**src/rtl/vic_irq_arbiter_if.sv**
```systemverilog
// vic_irq_arbiter_if: source, configuration and request signals of the interrupt arbiter
interface vic_irq_arbiter_if #(
  parameter int N_SRC = 8,
  parameter int ADDR_W = 32
);
  localparam int ID_W = $clog2(N_SRC);
  logic [N_SRC-1:0] i_irq_src;
  logic i_cfg_vec_we;
  logic [ID_W-1:0] i_cfg_idx;
  logic [ADDR_W-1:0] i_cfg_vec;
  logic i_cfg_en_we;
  logic [N_SRC-1:0] i_cfg_en;
  logic i_reti;
  logic o_IRQ;
  logic [ADDR_W-1:0] o_ISR_addr;
  logic [ID_W-1:0] o_active_id;
  logic o_busy;
  modport master (
    output i_irq_src, i_cfg_vec_we, i_cfg_idx, i_cfg_vec, i_cfg_en_we, i_cfg_en, i_reti,
    input o_IRQ, o_ISR_addr, o_active_id, o_busy
  );
  modport slave (
    input i_irq_src, i_cfg_vec_we, i_cfg_idx, i_cfg_vec, i_cfg_en_we, i_cfg_en, i_reti,
    output o_IRQ, o_ISR_addr, o_active_id, o_busy
  );
endinterface

```
**src/rtl/vic_irq_arbiter.sv**
```systemverilog
// vic_irq_arbiter: edge-latched fixed-priority interrupt arbiter with vector table and tail-chaining (VIC_SYNC_EN adds a source synchronizer)
module vic_irq_arbiter #(
  parameter int N_SRC = 8,
  parameter int ADDR_W = 32
) (
  input logic clk,
  input logic rst,
  vic_irq_arbiter_if.slave bus
);
  localparam int ID_W = $clog2(N_SRC);
  typedef enum logic [1:0] {IDLE, REQ, SERVICE} state_t;
  state_t state_q, state_d;
  logic [N_SRC-1:0] src, prev_q, pending_q, pending_d, enable_q, cand, evt, clr;
  logic [ADDR_W-1:0] vec_q [N_SRC];
  logic [ADDR_W-1:0] addr_q;
  logic [ID_W-1:0] id_q, winner;
  logic chain_q, grant;
`ifdef VIC_SYNC_EN
  logic [N_SRC-1:0] sync1_q, sync2_q;
  // two-flop synchronizer for sources asynchronous to clk
  always_ff @(posedge clk or negedge rst)
    if (!rst) begin
      sync1_q <= '0;
      sync2_q <= '0;
    end else begin
      sync1_q <= bus.i_irq_src;
      sync2_q <= sync1_q;
    end
  assign src = sync2_q;
`else
  assign src = bus.i_irq_src;
`endif
  assign evt = src & ~prev_q;
  assign cand = pending_q & enable_q;
  // fixed priority: lowest candidate index wins
  always_comb begin
    winner = '0;
    for (int i = N_SRC - 1; i >= 0; i--) if (cand[i]) winner = ID_W'(i);
  end
  assign grant = (|cand) && (state_q == IDLE || (state_q == SERVICE && bus.i_reti));
  assign clr = grant ? (N_SRC'(1) << winner) : '0;
  assign pending_d = (pending_q & ~clr) | evt;
  // edge history, pending events (a new edge beats the grant clear) and enable mask
  always_ff @(posedge clk or negedge rst)
    if (!rst) begin
      prev_q <= '0;
      pending_q <= '0;
      enable_q <= '0;
    end else begin
      prev_q <= src;
      pending_q <= pending_d;
      if (bus.i_cfg_en_we) enable_q <= bus.i_cfg_en;
    end
  // ISR vector table
  always_ff @(posedge clk or negedge rst)
    if (!rst) begin
      for (int i = 0; i < N_SRC; i++) vec_q[i] <= '0;
    end else begin
      for (int i = 0; i < N_SRC; i++) if (bus.i_cfg_vec_we && bus.i_cfg_idx == ID_W'(i)) vec_q[i] <= bus.i_cfg_vec;
    end
  // FSM state plus the vector/id captured at grant time
  always_ff @(posedge clk or negedge rst)
    if (!rst) begin
      state_q <= IDLE;
      chain_q <= 1'b0;
      addr_q <= '0;
      id_q <= '0;
    end else begin
      state_q <= state_d;
      if (grant) begin
        chain_q <= state_q == SERVICE;
        addr_q <= vec_q[winner];
        id_q <= winner;
      end
    end
  // next state: grant always enters REQ; REQ lasts one cycle; plain return goes idle
  always_comb begin
    state_d = grant ? REQ : (state_q == REQ) ? SERVICE : (state_q == SERVICE && bus.i_reti) ? IDLE : state_q;
  end
  // outputs: busy also covers the strobe cycle of a tail-chained grant
  always_comb begin
    bus.o_IRQ = state_q == REQ;
    bus.o_busy = state_q == SERVICE || (state_q == REQ && chain_q);
    bus.o_ISR_addr = addr_q;
    bus.o_active_id = id_q;
  end
endmodule

```
**src/flat_wrapper.sv**
```systemverilog
// flat-port wrapper written by rule: the top's interface ports become plain ports
module vic_irq_arbiter_flat 
#(
  parameter int N_SRC = 8,
  parameter int ADDR_W = 32
)
  (clk, rst, bus_i_irq_src, bus_i_cfg_vec_we, bus_i_cfg_idx, bus_i_cfg_vec, bus_i_cfg_en_we, bus_i_cfg_en, bus_i_reti, bus_o_IRQ, bus_o_ISR_addr, bus_o_active_id, bus_o_busy);
  vic_irq_arbiter_if #(.N_SRC(N_SRC), .ADDR_W(ADDR_W)) bus_i ();
  input logic clk;
  input logic rst;
  input wire logic [$bits(bus_i.i_irq_src)-1:0] bus_i_irq_src;
  input wire logic [$bits(bus_i.i_cfg_vec_we)-1:0] bus_i_cfg_vec_we;
  input wire logic [$bits(bus_i.i_cfg_idx)-1:0] bus_i_cfg_idx;
  input wire logic [$bits(bus_i.i_cfg_vec)-1:0] bus_i_cfg_vec;
  input wire logic [$bits(bus_i.i_cfg_en_we)-1:0] bus_i_cfg_en_we;
  input wire logic [$bits(bus_i.i_cfg_en)-1:0] bus_i_cfg_en;
  input wire logic [$bits(bus_i.i_reti)-1:0] bus_i_reti;
  output wire logic [$bits(bus_i.o_IRQ)-1:0] bus_o_IRQ;
  output wire logic [$bits(bus_i.o_ISR_addr)-1:0] bus_o_ISR_addr;
  output wire logic [$bits(bus_i.o_active_id)-1:0] bus_o_active_id;
  output wire logic [$bits(bus_i.o_busy)-1:0] bus_o_busy;
  assign bus_i.i_irq_src = bus_i_irq_src;
  assign bus_i.i_cfg_vec_we = bus_i_cfg_vec_we;
  assign bus_i.i_cfg_idx = bus_i_cfg_idx;
  assign bus_i.i_cfg_vec = bus_i_cfg_vec;
  assign bus_i.i_cfg_en_we = bus_i_cfg_en_we;
  assign bus_i.i_cfg_en = bus_i_cfg_en;
  assign bus_i.i_reti = bus_i_reti;
  assign bus_o_IRQ = bus_i.o_IRQ;
  assign bus_o_ISR_addr = bus_i.o_ISR_addr;
  assign bus_o_active_id = bus_i.o_active_id;
  assign bus_o_busy = bus_i.o_busy;
  vic_irq_arbiter #(.N_SRC(N_SRC), .ADDR_W(ADDR_W)) u_core (.clk(clk), .rst(rst), .bus(bus_i));
endmodule
```
**config.mk**
```make
export PLATFORM = sky130hd
export DESIGN_NAME = vic_irq_arbiter_flat
export DESIGN_NICKNAME = d
export VERILOG_FILES = /design/src/rtl/vic_irq_arbiter_if.sv /design/src/rtl/vic_irq_arbiter.sv /design/src/flat_wrapper.sv
export SDC_FILE = /design/constraint.sdc
export NUM_CORES = 1
export LEC_CHECK = 0
export ABC_AREA = 1
export CAP_MARGIN = 10
export CORE_ASPECT_RATIO = 0.75
export CORE_MARGIN = 2
export CORE_UTILIZATION = 55
export DETAILED_ROUTE_END_ITERATION = 6
export GPL_TIMING_DRIVEN = 0
export PLACE_DENSITY = 0.84
export SLEW_MARGIN = 20
export SYNTH_ARGS = -nofsm -noshare
export SYNTH_HDL_FRONTEND = slang
export SYNTH_SLANG_ARGS = --single-unit
```
**constraint.sdc**
```tcl
create_clock -name clk -period 3.78 [get_ports clk]
set_clock_uncertainty 0.1 [all_clocks]
set_input_delay 0.756 -clock clk [delete_from_list [all_inputs] [get_ports clk]]
set_output_delay 0.756 -clock clk [all_outputs]
set_load 0.05 [all_outputs]
```
==> results of run 1 <==
[registers in the layout, summed over array words and instances, names as in the netlist]
| register | flops |
|---|---|
| u_core.pending_q | 8 |
| u_core.prev_q | 8 |
| u_core.enable_q | 8 |
| u_core.bus.o_ISR_addr | 32 |
| u_core.vec_q | 256 |
| u_core.chain_q | 1 |
| u_core.state_q | 2 |
| u_core.bus.o_active_id | 3 |
[kinds of logic after synthesis]
group / synth area share (%)
AOI/OAI and AO/OA: 10.2
buffers and inverters: 5.54
and+or+nand+nor: 27.4
DFF: 56.1
muxes: 0.636
[how the worst min path moves through the flow]
| stage | to | slack, ns | start | depth (start not counted) |
|---|---|---|---|---|
| final | u_core.enable_q[2] | 0.09 | rst | 1 |
| after CTS | u_core.enable_q[3] | 0.13 | rst | 1 |
| after floorplan | u_core.pending_q[1] | 0.29 | u_core.prev_q[1] | 1 |
| after detailed placement | u_core.pending_q[6] | 0.30 | u_core.prev_q[6] | 1 |
| after global routing | u_core.enable_q[2] | 0.17 | rst | 1 |
| after global placement | u_core.pending_q[3] | 0.30 | u_core.prev_q[3] | 1 |
[power groups by stage]
| stage | clock network [W] | logic, W | registers [W] |
|---|---|---|---|
| after floorplan | 0 | 0.00109 | 0.00420 |
| after global placement | 0 | 0.00156 | 0.00426 |
| after detailed placement | 0 | 0.00164 | 0.00427 |
| after CTS | 0.00337 | 0.00166 | 0.00422 |
| after global routing | 0.00351 | 0.00190 | 0.00428 |
| final | 0.00338 | 0.00170 | 0.00423 |
[per-layer routing]
layer | GRT usage, % | routed length [um]
met4 | 10.8 | 1480
met3 | 11.9 | 6930
met2 | 49.6 | 19200
met1 | 50.1 | 18400
met5 | 0 | 0
[placed cells by master (no fill, tap or decap), drive strengths merged]
cell,instances
nand2,656
dfrtp,318
o21ai,245
nand3,194
clkbuf,103
clkdlybuf4s50,90
inv,73
nor2,71
buf,50
a21oi,42
nand4,20
clkinv,10
mux2,8
bufinv,6
clkinvlp,3
nand3b,2
nor3,1
o31ai,1
[critical path, delay by kind of cell (launching register included)]
kind	cells	cell delay (ns)
compound gates	1	0.08
buf+inv	2	0.91
flops	1	0.37
simple gates	2	0.19
[area by class of cell]
cell class	instances	area [um^2]	area share (%)
Buffer	112	519	3.11
Inverter	71	267	1.60
Timing Repair Buffer	94	998	5.98
Tap cell	338	423	2.53
Clock inverter	21	273	1.63
Sequential cell	318	7960	47.7
Clock buffer	37	828	4.96
Multi-Input combinational cell	1240	5430	32.5
[through the flow]
stage / area, um^2 / power [W] / hold slack (ns) / setup TNS [ns] / cells
finish: 16700 / 0.00931 / 0.0883 / 0 / 2231
global route: 16700 / 0.00970 / 0.170 / 0 / 2231
CTS: 16700 / 0.00924 / 0.131 / 0 / 2231
detailed placement: 15600 / 0.00591 / 0.298 / 0 / 2173
global placement: 15500 / 0.00583 / 0.297 / -3661.11 / 2170
floorplan: 14200 / 0.00529 / 0.292 / 0 / 1741
==> flow_metrics.py, run 1 <==
metrics = {
    "die": {
        "fp-row-count": 50,
        "chipHeight_um": 143,
        "design.die.area_um2": 27100,
        "core-area_um2": 25100,
        "num_io_pins": 93,
        "die_extent_in_x_um": 189,
        "floorplan.initialDensity_pct": 56.4,
    },
    "clock_network": {
        "cts_tree": "built",
        "tritoncts_num_sinks": 318,
        "postCtsSetupRepairBufs": 0,
        "clockRootBuffer": "sky130_fd_sc_hd__clkbuf_16",
        "cts_hold_buf": 0,
        "cts.reportedPaths.clkPinSlew_ns": 0.06,
        "ctsLongestPathBuffers": 3,
        "htree_num_levels": 1,
        "worst_skew_pair.late_latency_ns": 0.58,
        "cts_made_buffers": 31,
        "cts-resized-gates": 0,
    },
    "synth": {
        "post_synth_design_cell_area_um2": 14200,
        "yosys.cell_count.top_type": "sky130_fd_sc_hd__nand2_1",
        "post_synth_top_cells": "651 x sky130_fd_sc_hd__nand2_1, 318 x sky130_fd_sc_hd__dfrtp_1, 234 x sky130_fd_sc_hd__o21ai_0",
        "yosys_register_bits": 318,
        "synthArstFlopShare_pct": 100,
        "postSynthCellCount": 1741,
        "synth_top_cell_area_share_pct": 56.1,
        "synthFlopType": "sky130_fd_sc_hd__dfrtp_1",
        "synth_enable_flop_cells": 0,
        "synthesis.area_per_instance_um2": 8.14,
        "synth_cell_types": 25,
        "synth_top_area_cell": "sky130_fd_sc_hd__dfrtp_1",
        "synth.area.top_cells": "sky130_fd_sc_hd__dfrtp_1 56%, sky130_fd_sc_hd__nand2_1 17%, sky130_fd_sc_hd__o21ai_0 8.3%, sky130_fd_sc_hd__nand3_1 6.9%, sky130_fd_sc_hd__nor2_1 1.8%",
        "synthesis.nets": 1797,
        "seq_area_frac_synth_pct": 56.1,
        "yosysWarnings": 0,
    },
    "power": {
        "power_leakage_nw": 8.23,
        "ir_worst_vdd_uv": 391,
        "sequentialPowerShare_pct": 45.4,
        "p_sw_w": 0.00282,
        "pwr_density_cell_nw_per_um2": 558,
        "switching_share_pct": 30.3,
        "combPwrFrac_pct": 18.3,
        "power_frac_clock_pct": 36.3,
        "power_report.internal_total_w": 0.00649,
    },
    "placed_design": {
        "gp_routability_congestion": 0.959,
        "buffers_on_ports": 91,
        "pre_cts_slack_ns": 0.669,
        "place.detailed.hpwl_mm": 30.5,
    },
    "layout": {
        "post_synthesis_to_final_layout_area_growth_pct": 17.8,
        "final_core_utilization_pct": 66.4,
        "n_antenna_cell": 0,
        "fillerInstances": 2083,
        "drive_above_1_share_pct": 6.55,
        "design.final.nets": 1924,
    },
    "critical_path": {
        "critPathMaxStageDelay_ns": 0.83,
        "start_kind": "flip-flop",
        "worstPathMaxFanout": 3,
        "regToRegEndpoint": "u_core.state_q[0]",
        "worst_r2r_path_depth": 8,
        "worst-setup-path-type": "flip-flop to output port",
        "worstPathCellList": "inv_1 -> nor2_1 -> nand2_1 -> o21ai_0 -> clkdlybuf4s50_1",
        "timing.critical_path.required_ns": 2.92,
        "critical_path.endpoint_type": "output port",
        "cpMaxStageDelayCell": "sky130_fd_sc_hd__clkdlybuf4s50_1",
        "timing.reg2reg.setup_slack_ns": 1.18,
        "timing.rr.start": "u_core.enable_q[0]",
        "endpoint": "bus_o_busy",
        "worst_ep_arrival_time_ns": 2.13,
        "critPathLaunch": "u_core.state_q[0]",
    },
    "timing": {
        "finalCriticalPeriod_ns": 2.99,
        "post-route-period-util_pct": 79.1,
        "rsz0062_at_grt": "false",
        "final_critical_path_setup_slack_ns": 0.791,
        "slew-limit-headroom_pct": 31.3,
        "finalSetupViolCount": 0,
        "max_clock_freq_mhz": 335,
        "tightestPinTransition_ns": 1.02,
        "count_of_final_hold_check_violations": 0,
        "drv_slew": 0,
    },
    "global_routing": {
        "largest_net_degree_at_the_start_of_global_routing": 93,
        "global_route.usage.total_pct": 34.7,
        "grt_pass1_vias": 12542,
        "grt_overflow_total": 0,
        "initial_antenna_violation_count": 0,
        "grt_pass1_wl_mm": 71.5,
    },
    "detailed_routing": {
        "routed-via-count": 13410,
        "initialDrtViolationCount": 2120,
        "detail_route.vias_per_cell": 6.01,
        "drt_wl_total_mm": 46.0,
        "drt-pass1-iter-count": 7,
        "ant_nets": 0,
        "drc_violations_left": 10,
        "average_routed_wire_per_standard_cell_um": 20.6,
    },
    "worst_hold_path": {
        "hp-class": "input port to asynchronous set/reset pin",
    },
    "outcome": {
        "status": "complete, but fails checks",
        "violations": "DRC",
    },
    "flow_run": {
        "cap_violations": 0,
    },
}
No activity file was read; power rests on OpenSTA's default activity.
==> run 2, diff against run 1 <==
- CORE_UTILIZATION: 55 -> 53
- PLACE_DENSITY: 0.84 -> 0.85
- clock period: 3.78 -> 2.7 ns (I/O delays scaled with it)
==> flow_metrics.py, run 2 (synthesis gave the netlist of run 1 again) <==
metrics = {
    "timing": {
        "final_critical_path_setup_slack_ns": 0.0722,
        "finalSetupViolCount": 0,
        "finalCriticalPeriod_ns": 2.63,
        "drv_slew": 0,
        "count_of_final_hold_check_violations": 0,
        "max_clock_freq_mhz": 381,
        "tightestPinTransition_ns": 0.861,
        "rsz0062_at_grt": "false",
        "post-route-period-util_pct": 97.3,
        "slew-limit-headroom_pct": 42.3,
    },
    "clock_network": {
        "worst_skew_pair.late_latency_ns": 0.56,
        "htree_num_levels": 1,
        "clockRootBuffer": "sky130_fd_sc_hd__clkbuf_16",
        "cts.reportedPaths.clkPinSlew_ns": 0.07,
        "cts_tree": "built",
        "tritoncts_num_sinks": 318,
        "postCtsSetupRepairBufs": 0,
        "cts_made_buffers": 30,
        "ctsLongestPathBuffers": 3,
    },
    "placed_design": {
        "place.detailed.hpwl_mm": 31.4,
        "placedInstanceArea_um2": 15600,
        "pre_cts_slack_ns": -0.128,
        "buffers_on_ports": 91,
        "gp_routability_congestion": 0.951,
    },
    "critical_path": {
        "start_kind": "flip-flop",
        "timing.critical_path.required_ns": 3.09,
        "cp_top_family": "simple AND/OR/NAND/NOR gates",
        "critPathMaxStageDelay_ns": 0.62,
        "worst_ep_arrival_time_ns": 3.02,
        "worst-setup-path-type": "flip-flop to flip-flop",
        "worstPathBufferInverterCount": 2,
        "critical_path.endpoint_type": "flip-flop",
        "worstPathCellList": "nand2_2 -> clkbuf_1 -> clkbuf_1 -> nand3_1 -> nand2_1 -> nand2_1 -> nand3_1 -> nand3_1 -> nand2_1",
        "worstPathMaxFanout": 10,
        "cpMaxStageDelayCell": "sky130_fd_sc_hd__clkbuf_1",
    },
    "layout": {
        "largest_register": "u_core.vec_q",
        "most-common-layout-cells": "651 x sky130_fd_sc_hd__nand2_1, 318 x sky130_fd_sc_hd__dfrtp_1, 234 x sky130_fd_sc_hd__o21ai_0, 194 x sky130_fd_sc_hd__nand3_1, 89 x sky130_fd_sc_hd__clkdlybuf4s50_1",
        "n_antenna_cell": 0,
        "max_ffs_per_register": 256,
        "design.final.nets": 1924,
        "stdcell_area_um2": 16700,
        "post_synthesis_to_final_layout_area_growth_pct": 17.7,
        "drive_above_1_share_pct": 6.50,
        "most_common_cell_after_layout_fill_and_taps_aside": "sky130_fd_sc_hd__nand2_1",
    },
    "power": {
        "pwr_density_cell_nw_per_um2": 775,
        "ir_worst_vdd_uv": 515,
        "power_leakage_nw": 8.21,
    },
    "outcome": {
        "violations": "DRC",
        "status": "complete, but fails checks",
    },
    "detailed_routing": {
        "drc_violations_left": 1,
        "drt-pass1-iter-count": 7,
        "average_routed_wire_per_standard_cell_um": 21.2,
        "routed-via-count": 13692,
        "detail_route.vias_per_cell": 6.13,
        "drt_wl_total_mm": 47.5,
        "initialDrtViolationCount": 2072,
        "ant_nets": 0,
    },
    "die": {
        "chipHeight_um": 146,
        "floorplan.initialDensity_pct": 54.3,
        "num_io_pins": 93,
        "core-area_um2": 26100,
        "design.die.area_um2": 28100,
        "fp-row-count": 51,
        "die_extent_in_x_um": 193,
    },
    "worst_hold_path": {
        "hp-class": "flip-flop to flip-flop",
    },
    "global_routing": {
        "grt_pass1_vias": 13141,
        "largest_net_degree_at_the_start_of_global_routing": 104,
        "grt_overflow_total": 0,
        "grt_pass1_wl_mm": 73.3,
        "initial_antenna_violation_count": 0,
        "global_route.usage.total_pct": 34.0,
    },
    "flow_run": {
        "cap_violations": 0,
    },
}
-- run 2: routing by layer --
| metal | GRT usage [%] | wire (um) |
|---|---|---|
| met3 | 12.1 | 7120 |
| met2 | 48.2 | 20200 |
| met5 | 0 | 0 |
| met1 | 47.3 | 18100 |
| met4 | 14.4 | 2100 |
-- run 2: repair_timing --
| action | in CTS | in global routing |
|---|---|---|
| hold buffers | 1 | 0 |
| resized for setup | 1 | 2 |
| endpoints found under the hold margin | 56 | 0 |
| setup endpoints to repair | 1 | 2 |
-- run 2: layout make-up --
class	count	area, um^2
fillers	2179	9420
flip-flops and latches	318	7960
clock inverters	15	185
well taps	344	430
plain buffers	112	522
multi-input cells	1240	5430
clock buffers	40	880
repair buffers	95	1010
inverters	71	270
-- run 2: final timing paths --
kind	start	endpoint	slack, ns	depth (start not counted)
max reg2reg	u_core.enable_q[0]	u_core.bus.o_ISR_addr[12]	0.07	9
max	u_core.enable_q[0]	u_core.bus.o_ISR_addr[12]	0.07	9
min reg2reg	u_core.prev_q[4]	u_core.pending_q[4]	0.31	1
min in group asynchronous	rst	u_core.enable_q[6]	0.41	2
max in group asynchronous	rst	u_core.vec_q[121]	0.86	4
min	u_core.prev_q[4]	u_core.pending_q[4]	0.31	1
-- run 2: where the power goes --
part / leakage [nW] / switching, W / internal [W]
registers: 3.95 / 0.000442 / 0.00551
logic: 3.74 / 0.00160 / 0.000811
clock network: 0.519 / 0.00190 / 0.00266
total: 8.21 / 0.00395 / 0.00899
-- run 2: metrics by stage --
stage	std cells	utilization, %	setup TNS [ns]	total power (W)	hold slack, ns
2_1_floorplan	1741	-	0	0.00740	0.144
3_3_place_gp	2176	59.4	-3896.48	0.00815	0.296
3_5_place_dp	2179	59.8	-2.80	0.00830	0.310
4_1_cts	2235	63.9	0	0.0128	0.319
5_1_grt	2235	63.9	0	0.0134	0.335
6_report	2235	63.9	0	0.0129	0.311
==> run 3, diff against run 2 <==
- GPL_TIMING_DRIVEN: 0 -> unset
==> flow_metrics.py, run 3 (synthesis gave the netlist of run 1 again) <==
metrics = {
    "detailed_routing": {
        "drc_violations_left": 0,
        "routed-wl-met2_mm": 17.4,
        "detail_route.vias_per_cell": 5.74,
        "drt_wl_total_mm": 37.5,
        "routed-wl-met3_mm": 3.24,
        "maxUsedRoutingLayer": "met4",
        "ant_nets": 0,
        "met1_length_mm": 16.2,
        "initialDrtViolationCount": 1476,
        "routed-via-count": 12354,
        "drt-pass1-iter-count": 6,
        "average_routed_wire_per_standard_cell_um": 17.4,
    },
    "critical_path": {
        "regToRegEndpoint": "u_core.bus.o_ISR_addr[7]",
        "timing.rr.start": "u_core.pending_q[7]",
        "worstPathMaxFanout": 3,
        "worst_ep_arrival_time_ns": 1.96,
        "cpMaxStageDelayCell": "sky130_fd_sc_hd__clkdlybuf4s50_1",
        "critPathMaxStageDelay_ns": 0.82,
        "endpoint": "bus_o_IRQ",
        "critPathLaunch": "u_core.state_q[0]",
        "timing.critical_path.required_ns": 2.06,
        "timing.reg2reg.setup_slack_ns": 0.29,
        "critical_path.endpoint_type": "output port",
        "worst_r2r_path_depth": 16,
        "worstPathCellList": "inv_1 -> nor2_1 -> clkdlybuf4s50_1",
        "start_kind": "flip-flop",
        "worst-setup-path-type": "flip-flop to output port",
    },
    "global_routing": {
        "largest_net_degree_at_the_start_of_global_routing": 125,
        "grt_pass1_wl_mm": 60.9,
        "grt_pass1_vias": 11748,
        "grt_overflow_total": 0,
        "global_route.usage.total_pct": 26.8,
        "initial_antenna_violation_count": 0,
    },
    "clock_network": {
        "tritoncts_num_sinks": 318,
        "clockRootBuffer": "sky130_fd_sc_hd__clkbuf_16",
        "cts_made_buffers": 30,
        "cts_tree": "built",
        "ctsLongestPathBuffers": 3,
        "postCtsSetupRepairBufs": 0,
        "htree_num_levels": 1,
        "cts.reportedPaths.clkPinSlew_ns": 0.07,
        "worst_skew_pair.late_latency_ns": 0.55,
    },
    "power": {
        "ir_worst_vdd_uv": 521,
        "power_leakage_nw": 8.17,
        "pwr_density_cell_nw_per_um2": 755,
    },
    "placed_design": {
        "gp_routability_congestion": 0.796,
        "buffers_on_ports": 92,
        "place.detailed.hpwl_mm": 21.5,
    },
    "layout": {
        "most-common-layout-cells": "645 x sky130_fd_sc_hd__nand2_1, 318 x sky130_fd_sc_hd__dfrtp_1, 234 x sky130_fd_sc_hd__o21ai_0, 193 x sky130_fd_sc_hd__nand3_1, 90 x sky130_fd_sc_hd__clkdlybuf4s50_1",
        "design.final.nets": 1841,
        "area_of_the_multi_input_gates_um2": 5480,
        "layout.area.seq_um2": 7960,
        "n_antenna_cell": 0,
        "drive_above_1_share_pct": 6.14,
        "final_core_utilization_pct": 63.4,
        "most_common_cell_after_layout_fill_and_taps_aside": "sky130_fd_sc_hd__nand2_1",
        "fillerInstances": 2138,
        "post_synthesis_to_final_layout_area_growth_pct": 16.7,
        "max_ffs_per_register": 256,
        "largest_register": "u_core.vec_q",
    },
    "die": {
        "chipHeight_um": 146,
        "fp-row-count": 51,
        "design.die.area_um2": 28100,
        "die_extent_in_x_um": 193,
        "floorplan.initialDensity_pct": 54.3,
        "num_io_pins": 93,
        "core-area_um2": 26100,
    },
    "timing": {
        "slew-limit-headroom_pct": 42.9,
        "rsz0062_at_grt": "false",
        "tightestPinTransition_ns": 0.856,
        "finalCriticalPeriod_ns": 2.60,
        "max_clock_freq_mhz": 385,
        "count_of_final_hold_check_violations": 0,
        "post-route-period-util_pct": 96.3,
        "drv_slew": 0,
        "finalSetupViolCount": 0,
        "fin_setup_tns_ns": 0,
    },
    "flow_run": {
        "cap_violations": 0,
    },
    "outcome": {
        "status": "complete, no violations",
    },
    "worst_hold_path": {
        "hp-class": "flip-flop to flip-flop",
    },
}
## run 3: changes by cell type in the layout (fill, tap and decap cells not counted), moves of 3 or more
cell,before,now
sky130_fd_sc_hd__clkbuf_1,68,7
sky130_fd_sc_hd__buf_2,27,0
sky130_fd_sc_hd__buf_12,0,17
sky130_fd_sc_hd__nand2_1,651,645
sky130_fd_sc_hd__buf_1,5,0
sky130_fd_sc_hd__buf_4,9,14
sky130_fd_sc_hd__clkinvlp_4,5,0
sky130_fd_sc_hd__nand2_2,3,8
sky130_fd_sc_hd__buf_6,4,0
sky130_fd_sc_hd__buf_16,3,0
## run 3: worst min path at each step
stage                          start                       end  slack [ns]  depth (start not counted)
CTS                 u_core.prev_q[4]       u_core.pending_q[4]        0.31                          1
finish              u_core.prev_q[4]       u_core.pending_q[4]        0.30                          1
detailed placement  u_core.prev_q[4]       u_core.pending_q[4]        0.30                          1
global route        u_core.prev_q[4]       u_core.pending_q[4]        0.33                          1
floorplan                        rst  u_core.bus.o_ISR_addr[0]        0.14                          0
global placement    u_core.prev_q[3]       u_core.pending_q[3]        0.30                          1
## run 3: worst max-delay path: cells and delay by family, from the launching register on
kind | cells | cell delay (ns)
flip-flops | 1 | 0.38
AND/OR/NAND/NOR | 1 | 0.13
buffers and inverters | 2 | 0.90
## run 3: cell type report
class | count | area share [%]
clock buffers | 45 | 5.43
clock inverters | 10 | 0.794
inverters | 71 | 1.61
multi-input cells | 1240 | 33.1
flip-flops and latches | 318 | 48.1
well taps | 344 | 2.60
repair buffers | 124 | 8.34
## run 3: through the flow
step                      power (W)  setup slack, ns  std cells  instance area [um^2]  hold slack [ns]
after CTS                    0.0125           0.0939       2152                 16500            0.310
final                        0.0125           0.0996       2152                 16500            0.305
after global routing         0.0131           0.0178       2152                 16500            0.326
after floorplan             0.00740            0.347       1741                 14200            0.144
after detailed placement    0.00810            0.344       2096                 15500            0.300
after global placement      0.00797            0.415       2096                 15500            0.295
## run 3: power by group
| part | switching (W) | internal, W | total (W) |
|---|---|---|---|
| clock | 0.00181 | 0.00258 | 0.00439 |
| sequential | 0.000425 | 0.00551 | 0.00594 |
| combinational | 0.00136 | 0.000792 | 0.00215 |
## run 3: metal layers
layer  up-vias  track usage (%)
met5         -                0
met4         0             6.56
met3        63             4.12
met2       622             41.9
met1      5934             39.5
li1       5735                -
## run 3: what timing repair did
action	CTS	global route
endpoints found under the setup margin	1	0
resized for setup	1	0
hold endpoints to repair	63	0
hold buffers	1	0
